File: config.mk
export PLATFORM = sky130hd
export DESIGN_NAME = rvx_dma
export DESIGN_NICKNAME = d
export VERILOG_FILES = /design/src/rtl/rvx_dma.sv
export SDC_FILE = /design/constraint.sdc
export NUM_CORES = 1
export LEC_CHECK = 0
export CAP_MARGIN = 0
export CORE_UTILIZATION = 35
export CTS_BUF_LIST = sky130_fd_sc_hd__clkbuf_16
export CTS_CLUSTER_SIZE = 20
export DETAILED_ROUTE_END_ITERATION = 10
export GPL_ROUTABILITY_DRIVEN = 0
export HOLD_SLACK_MARGIN = 0.06
export PLACE_DENSITY = 0.58
export SYNTH_ARGS = -nofsm -noshare
export SYNTH_HDL_FRONTEND = slang
export SYNTH_SLANG_ARGS = --single-unit
File: constraint.sdc
create_clock -name clock -period 2.3 [get_ports clock]
set_input_delay 0.345 -clock clock [delete_from_list [all_inputs] [get_ports clock]]
set_output_delay 0.345 -clock clock [all_outputs]
set_load 0.05 [all_outputs]
File: src/rtl/rvx_dma.sv
// rvx_dma: register-programmed word-copy DMA engine with a device register port and a manager bus port.
module rvx_dma #(
   parameter int COUNT_WIDTH = 16
) (
   input  logic        clock,
   input  logic        reset_n,
   input  logic [4:0]  rw_address,
   output logic [31:0] read_data,
   input  logic        read_request,
   output logic        read_response,
   input  logic [31:0] write_data,
   input  logic [3:0]  write_strobe,
   input  logic        write_request,
   output logic        write_response,
   output logic [31:0] m_rw_address,
   input  logic [31:0] m_read_data,
   output logic        m_read_request,
   input  logic        m_read_response,
   output logic [31:0] m_write_data,
   output logic [3:0]  m_write_strobe,
   output logic        m_write_request,
   input  logic        m_write_response,
   output logic        irq,
   input  logic        irq_response
);
   typedef enum logic [1:0] {IDLE, READ, WRITE} state_t;
   state_t state;
   logic [31:0] src, dst, src_ptr, dst_ptr, wmask, src_m, dst_m, rd_mux;
   logic [COUNT_WIDTH-1:0] count, remaining, cnt_m;
   logic done, irq_en, busy, wr_src, wr_dst, wr_cnt, wr_ctrl;
   logic do_start, go, fin, done_set, done_clr;

   assign m_write_strobe = 4'b1111;
   assign busy = state != IDLE;
   assign wmask = {{8{write_strobe[3]}}, {8{write_strobe[2]}}, {8{write_strobe[1]}}, {8{write_strobe[0]}}};
   assign src_m = (src & ~wmask) | (write_data & wmask);
   assign dst_m = (dst & ~wmask) | (write_data & wmask);
   assign cnt_m = (count & ~wmask[COUNT_WIDTH-1:0]) | (write_data[COUNT_WIDTH-1:0] & wmask[COUNT_WIDTH-1:0]);
   assign wr_src = write_request && rw_address == 5'h00 && !busy;
   assign wr_dst = write_request && rw_address == 5'h04 && !busy;
   assign wr_cnt = write_request && rw_address == 5'h08 && !busy;
   assign wr_ctrl = write_request && rw_address == 5'h0C && write_strobe[0];
   assign do_start = wr_ctrl && write_data[0] && !busy;
   assign go = do_start && count != '0;
   assign fin = state == WRITE && m_write_request && m_write_response && remaining == COUNT_WIDTH'(1);
   // setting done (completion or empty start) wins over every clear source
   assign done_set = fin || (do_start && count == '0);
   assign done_clr = irq_response || (wr_ctrl && write_data[2]) || go;

   always_comb begin
      rd_mux = rw_address == 5'h00 ? src :
               rw_address == 5'h04 ? dst :
               rw_address == 5'h08 ? 32'(count) :
               rw_address == 5'h0C ? {28'd0, irq_en, done, busy, 1'b0} : 32'd0;
   end

   always_ff @(posedge clock or negedge reset_n) begin
      if (!reset_n) begin
         src <= '0;
         dst <= '0;
         count <= '0;
         done <= 1'b0;
         irq_en <= 1'b0;
         irq <= 1'b0;
         read_data <= '0;
         read_response <= 1'b0;
         write_response <= 1'b0;
      end else begin
         read_response <= read_request;
         write_response <= write_request;
         read_data <= read_request ? rd_mux : 32'd0;
         if (wr_src) src <= src_m & 32'hFFFF_FFFC;
         if (wr_dst) dst <= dst_m & 32'hFFFF_FFFC;
         if (wr_cnt) count <= cnt_m;
         if (wr_ctrl) irq_en <= write_data[3];
         done <= done_set || (done && !done_clr);
         irq <= done && irq_en;
      end
   end

   // each request is raised one cycle after entering its state, giving an idle manager cycle between requests
   always_ff @(posedge clock or negedge reset_n) begin
      if (!reset_n) begin
         state <= IDLE;
         src_ptr <= '0;
         dst_ptr <= '0;
         remaining <= '0;
         m_rw_address <= '0;
         m_write_data <= '0;
         m_read_request <= 1'b0;
         m_write_request <= 1'b0;
      end else begin
         case (state)
            IDLE: if (go) begin
               state <= READ;
               src_ptr <= src;
               dst_ptr <= dst;
               remaining <= count;
            end
            READ: if (!m_read_request) begin
               m_read_request <= 1'b1;
               m_rw_address <= src_ptr;
            end else if (m_read_response) begin
               m_read_request <= 1'b0;
               m_write_data <= m_read_data;
               state <= WRITE;
            end
            WRITE: if (!m_write_request) begin
               m_write_request <= 1'b1;
               m_rw_address <= dst_ptr;
            end else if (m_write_response) begin
               m_write_request <= 1'b0;
               src_ptr <= src_ptr + 32'd4;
               dst_ptr <= dst_ptr + 32'd4;
               remaining <= remaining - COUNT_WIDTH'(1);
               state <= remaining == COUNT_WIDTH'(1) ? IDLE : READ;
            end
            default: state <= IDLE;
         endcase
      end
   end
endmodule

# ---- Yosys cells after proc, flatten, opt, wreduce, memory -nomap -nowiden
# Index checks and enable logic that the tools add are counted.
dict set report totals {
  ff_bits 261
  word_cells 109
}
dict set report op_classes {
  n_addsub 3
  n_eq_ne 13
  muxes 31
  bitwise 10
  reduce_logical 35
}
# cell count
set ops {}
lappend ops {{$mux 32} 11}
lappend ops {{$pmux 32 s2} 3}
lappend ops {{$and 32x32->32} 3}
lappend ops {{$add 32x3->32 const B} 2}
lappend ops {{$mux 16} 4}
lappend ops {{$or 32x32->32} 2}
lappend ops {{$and 16x16->16} 2}
lappend ops {{$not 32->32} 1}
lappend ops {{$pmux 16 s2} 1}
lappend ops {{$logic_and 1x1->1} 18}
lappend ops {{$eq 16x1->1 const B} 1}
lappend ops {{$logic_not 16->1} 1}
lappend ops {{$not 16->16} 1}
lappend ops {{$or 16x16->16} 1}
lappend ops {{$reduce_bool 16->1} 1}
lappend ops {{$sub 16x1->16 const B} 1}
lappend ops {{$ne 2x2->1 const B} 7}
lappend ops {{$eq 5x4->1 const B} 2}
lappend ops {{$mux 2} 5}
lappend ops {{$pmux 2 s3} 1}
lappend ops {{$reduce_and 3->1} 2}
lappend ops {{$reduce_bool 2->1} 3}
lappend ops {{$eq 5x3->1 const B} 1}
lappend ops {{$logic_not 5->1} 1}
lappend ops {{other kinds (9)} 17}

# ---- Depth between registers and ports, before layout
dict set report logic_depth {
  ltp_word 10
  mapped_depth 7
  mapped_depth_nobuf 6
}

# ---- Worst setup path after synthesis
# No wires, ideal clock.
dict set report synth_path {
  kind {register -> register}
  startpoint {register m_write_request}
  endpoint {register remaining[14]}
  setup_time_ns 0.153
  arrival_ns 1.832
  required_time_ns 2.147
  slack_ns 0.315
  stages_incl_launch_ff 7
  n_path_buf 1
  path_cell_list {dfrtp_1 > nand2_1 > nor2_1 > a31oi_2 > buf_2 > o21ai_0 > o311ai_0}
}
dict set report synth_between {
  elab_chain_cells 2
}
# element line
set synth_rtl {}
lappend synth_rtl {{start, declared} 21} ;# output logic m_write_request,
lappend synth_rtl {{start signal, assigned} 91} ;# m_write_request <= 1'b0;
lappend synth_rtl {{start signal, assigned} 109} ;# m_write_request <= 1'b1;
lappend synth_rtl {{start signal, assigned} 112} ;# m_write_request <= 1'b0;
lappend synth_rtl {{$ne 2x2->1 (no line)} n/a}
lappend synth_rtl {{$reduce_and 4->1 (no line)} n/a}
lappend synth_rtl {{end signal, assigned} 98} ;# remaining <= count;
lappend synth_rtl {{end signal, assigned} 115} ;# remaining <= remaining - COUNT_WIDTH'(1);
lappend synth_rtl {{end, declared} 29} ;# logic [COUNT_WIDTH-1:0] count, remaining, cnt_m;
# Every way passes these cells.
# A chain may end at the register's enable or synchronous reset.

# ---- Final worst setup path
dict set report layout_path {
  startpoint {register m_write_request}
  endpoint {output port m_write_request}
}
# No word-level cell between the ends.

==> impl_metrics.toml <==
[logic_synthesis]
synth_fa_ha_area_frac = 0.004131
synth_compound_area_frac = 0.1641
synth-async-reset-ratio = 1.000
synth_top_family_by_area = "compound AO/OA/AOI/OAI gates"
synth-seq-cells = 256
ys_seq_area_frac = 0.5288
yosys.area_share.simple = 0.1374
yosysTopAreaCell = "dfrtp_1"
synth.avg_cell_area_sq_um = 10.52
synth_area_leaders = "dfrtp_1 53%, mux2_2 9.9%, o21ai_0 3.9%"
synth_warnings = 0
synth.distinct_cells = 69
netlist.area_leader.share = 0.5288
synth_mux_area_frac = 0.1352
synth_cells = 1152
synthesis.area_sq_um = 12110
synthXorXnorAreaFrac = 0
synth_ff_type = "dfrtp_1"
synth_edf_count = 0

[floorplan]
start_util = 0.3586
fp-row-count = 67
die_area_sq_um = 35360
coreArea_sq_um = 33780
die_w_microns = 188.0
die_y_microns = 188.0
num_io_pins = 185

[worst_setup_path]
crit_type = "reg2out"
cp.arrival_ps = 1850
path_delay_family = "buffers and inverters"
path_cells = "clkdlybuf4s50_1"
slowest_stage = "clkdlybuf4s50_1"
cp-end-kind = "output pin"
cpPeakStageDelay_ps = 850
critPathLaunchType = "register"
critPathBufInv = 1
startpoint = "m_write_request"
cp.required_ps = 1960
crit_fanout = 5
worstReg2RegStart = "count[14]"

[timing]
tightest_slew_ps = 566.3
slew_violations = 0
relSlewSlack = 0.6213
fin_crit_sh = 0.9535
fin_crit_ps = 2193
rsz0062_at_grt = "false"
hold-worst-slack_ps = 205.9
hold_violations = 0
fin_skew_ps = 10.44
worst_slack_ps = 106.8
max_freq_mhz = 456.0
setup_viol = 0

[placement]
place_area_sq_um = 15090
dp_slack_ps = -171.5
hpwl_microns = 27280
place_inst = 1805
io_buffers = 180

[grt]
antenna_found_initial = 1
gr-usage-all-layers = 0.2091
grt_max_degree = 62
grt_overflow_total = 0
grt_pass1_vias = 10280
grt_pass1_wl_microns = 58350

[flow_run]
drv_cap = 0

[drt]
dr_total_vias = 10110
ant_nets = 0
drtIter0Drc = 790
vias_per_cell = 5.447
drc = 0
routedWlPerCell_microns = 19.84
wl_microns = 36830
drtPass1Iterations = 5

[clock_network]
cts_made_buffers = 29
path_clk_slew_ps = 60
root_buffer = "clkbuf_16"
cts_tree = "yes"
cts_setup_buffers = 0
htree_levels = 1
clk_latency_ps = 550
clock_path_buffers = 3
clock_sinks = 256

[hold_path]
hp-class = "in2reg"
min-delay-start = "rw_address[2]"

[final_layout]
fin_cells = 1856
drive_above_1_share = 0.1818
areaGrowthSynthToFinish_pct = 32.69
fillers = 3198
final_core_util = 0.4758
n_antenna_cell = 0
design_area_sq_um = 16070
final_nets = 1473

[power_and_ir_drop]
ir_drop_mv = 0.9015
combPwrFrac = 0.356
p_per_area_nw_per_um2 = 1134
internal_power_w = 0.01126
p_leak_nw = 6.980
power_frac_clock = 0.264
power.share.sequential = 0.380
swShare = 0.3823
p_sw_w = 0.006968

[run_status]
outcome = "complete, no violations"
logic make-up after synthesis:
| logic type | Yosys count |
|---|---|
| adder cells (fa/ha/maj) | 4 |
| AO/OA/AOI/OAI | 319 |
| multiplexers | 150 |
| buffers and inverters | 88 |
| AND/OR/NAND/NOR | 334 |
| flip-flops | 256 |
| other | 1 |
power by group through the flow:
stage	Sequential [W]	Clock, W	Combinational, W
2_1_floorplan	0.00794	0	0.00289
3_3_place_gp	0.00694	0	0.00642
3_5_place_dp	0.00697	0	0.00649
4_1_cts	0.00690	0.00493	0.00652
5_1_grt	0.00709	0.00508	0.00704
6_report	0.00693	0.00481	0.00649
final timing paths:
kind                       cells after the start  slack, ps                to
max                                            1        110   m_write_request
min                                            2        210      read_data[0]
max reg2reg                                    6        120       dst_ptr[12]
min reg2reg                                    2        480  m_rw_address[23]
max in group asynchronous                      3       1280  m_rw_address[13]
min in group asynchronous                      2        300     read_response
flip-flops by register name (all words and copies together) (netlist names):
register / flops
src: 30
m_write_request: 1
irq: 1
write_response: 1
read_data: 32
done: 1
m_write_data: 32
dst: 30
dst_ptr: 30
remaining: 16
read_response: 1
state: 2
count: 16
src_ptr: 30
m_rw_address: 31
irq_en: 1
m_read_request: 1
Yosys cell counts, drive strengths merged, types with 3 or more instances:
library cell / count
nor3: 23
o22ai: 23
and4: 10
ha: 4
nor4: 14
nor3b: 3
a41o: 3
o32ai: 4
dfrtp: 256
a22o: 3
a32oi: 4
nand3: 32
nand2b: 4
mux2: 109
a21oi: 93
a31oi: 10
inv: 15
clkbuf: 52
nand4: 22
nor2: 71
mux2i: 41
and3: 12
nor2b: 3
o2bb2ai: 7
o2bb2a: 6
o21ai: 98
buf: 21
nand2: 108
a311oi: 3
a2bb2oi: 6
o41ai: 4
a21o: 5
o22a: 9
a22oi: 19
o21a: 3
and2: 21
cells in the final DEF, fill, tap and decap left out, types with 4 or more instances in the layout:
cell and n:
a31oi_1 9, nor2_1 71, and3_1 12, a2bb2oi_1 6, a21oi_1 92, inv_1 22
o41ai_1 4, conb_1 4, o2bb2a_1 6, nor4_1 13, o21ai_0 95, dfrtp_1 256
clkbuf_16 29, nand3_1 32, o32ai_1 4, clkdlybuf4s50_1 178, and4_1 10, nand2_1 108
buf_4 82, nand4_1 21, mux2_2 107, buf_12 13, o2bb2ai_1 7, ha_1 4
o22ai_1 23, a21o_1 5, a32oi_1 4, and2_1 21, bufinv_16 6, mux2i_1 41
o22a_1 9, nor3_1 22, a22oi_1 19
repair_timing:
| item | 4_1_cts | 5_1_grt |
|---|---|---|
| endpoints found under the hold margin | 47 | 0 |
| endpoints found under the setup margin | 0 | 0 |
| gates resized for setup | 0 | 0 |
| hold buffers | 1 | 0 |
metal layers:
| metal | wire length, microns | vias to the layer above | GRT usage |
|---|---|---|---|
| li1 | - | 4715 | - |
| met1 | 16800 | 4953 | 0.3010 |
| met2 | 16030 | 399 | 0.3152 |
| met3 | 3340 | 42 | 0.05072 |
| met4 | 659 | 0 | 0.04878 |
| met5 | 0 | - | 0 |
metrics by stage:
step	power (W)	setup TNS, ps
floorplan	0.01083	0
global placement	0.01335	-6449
detailed placement	0.01346	-10980
CTS	0.01835	0
global route	0.01922	0
finish	0.01822	0
area by class of cell:
cell class              instances  area, sq um  share of cell area
flip-flops and latches        256         6406              0.3985
multi-input cells             811         5385              0.3350
repair buffers                276         2688              0.1672
clock buffers                  29        725.7             0.04515
well taps                     448        560.5             0.03487
clock inverters                21        252.7             0.01572
inverters                      15        56.30            0.003503
Power figures use the tool's default switching activity.
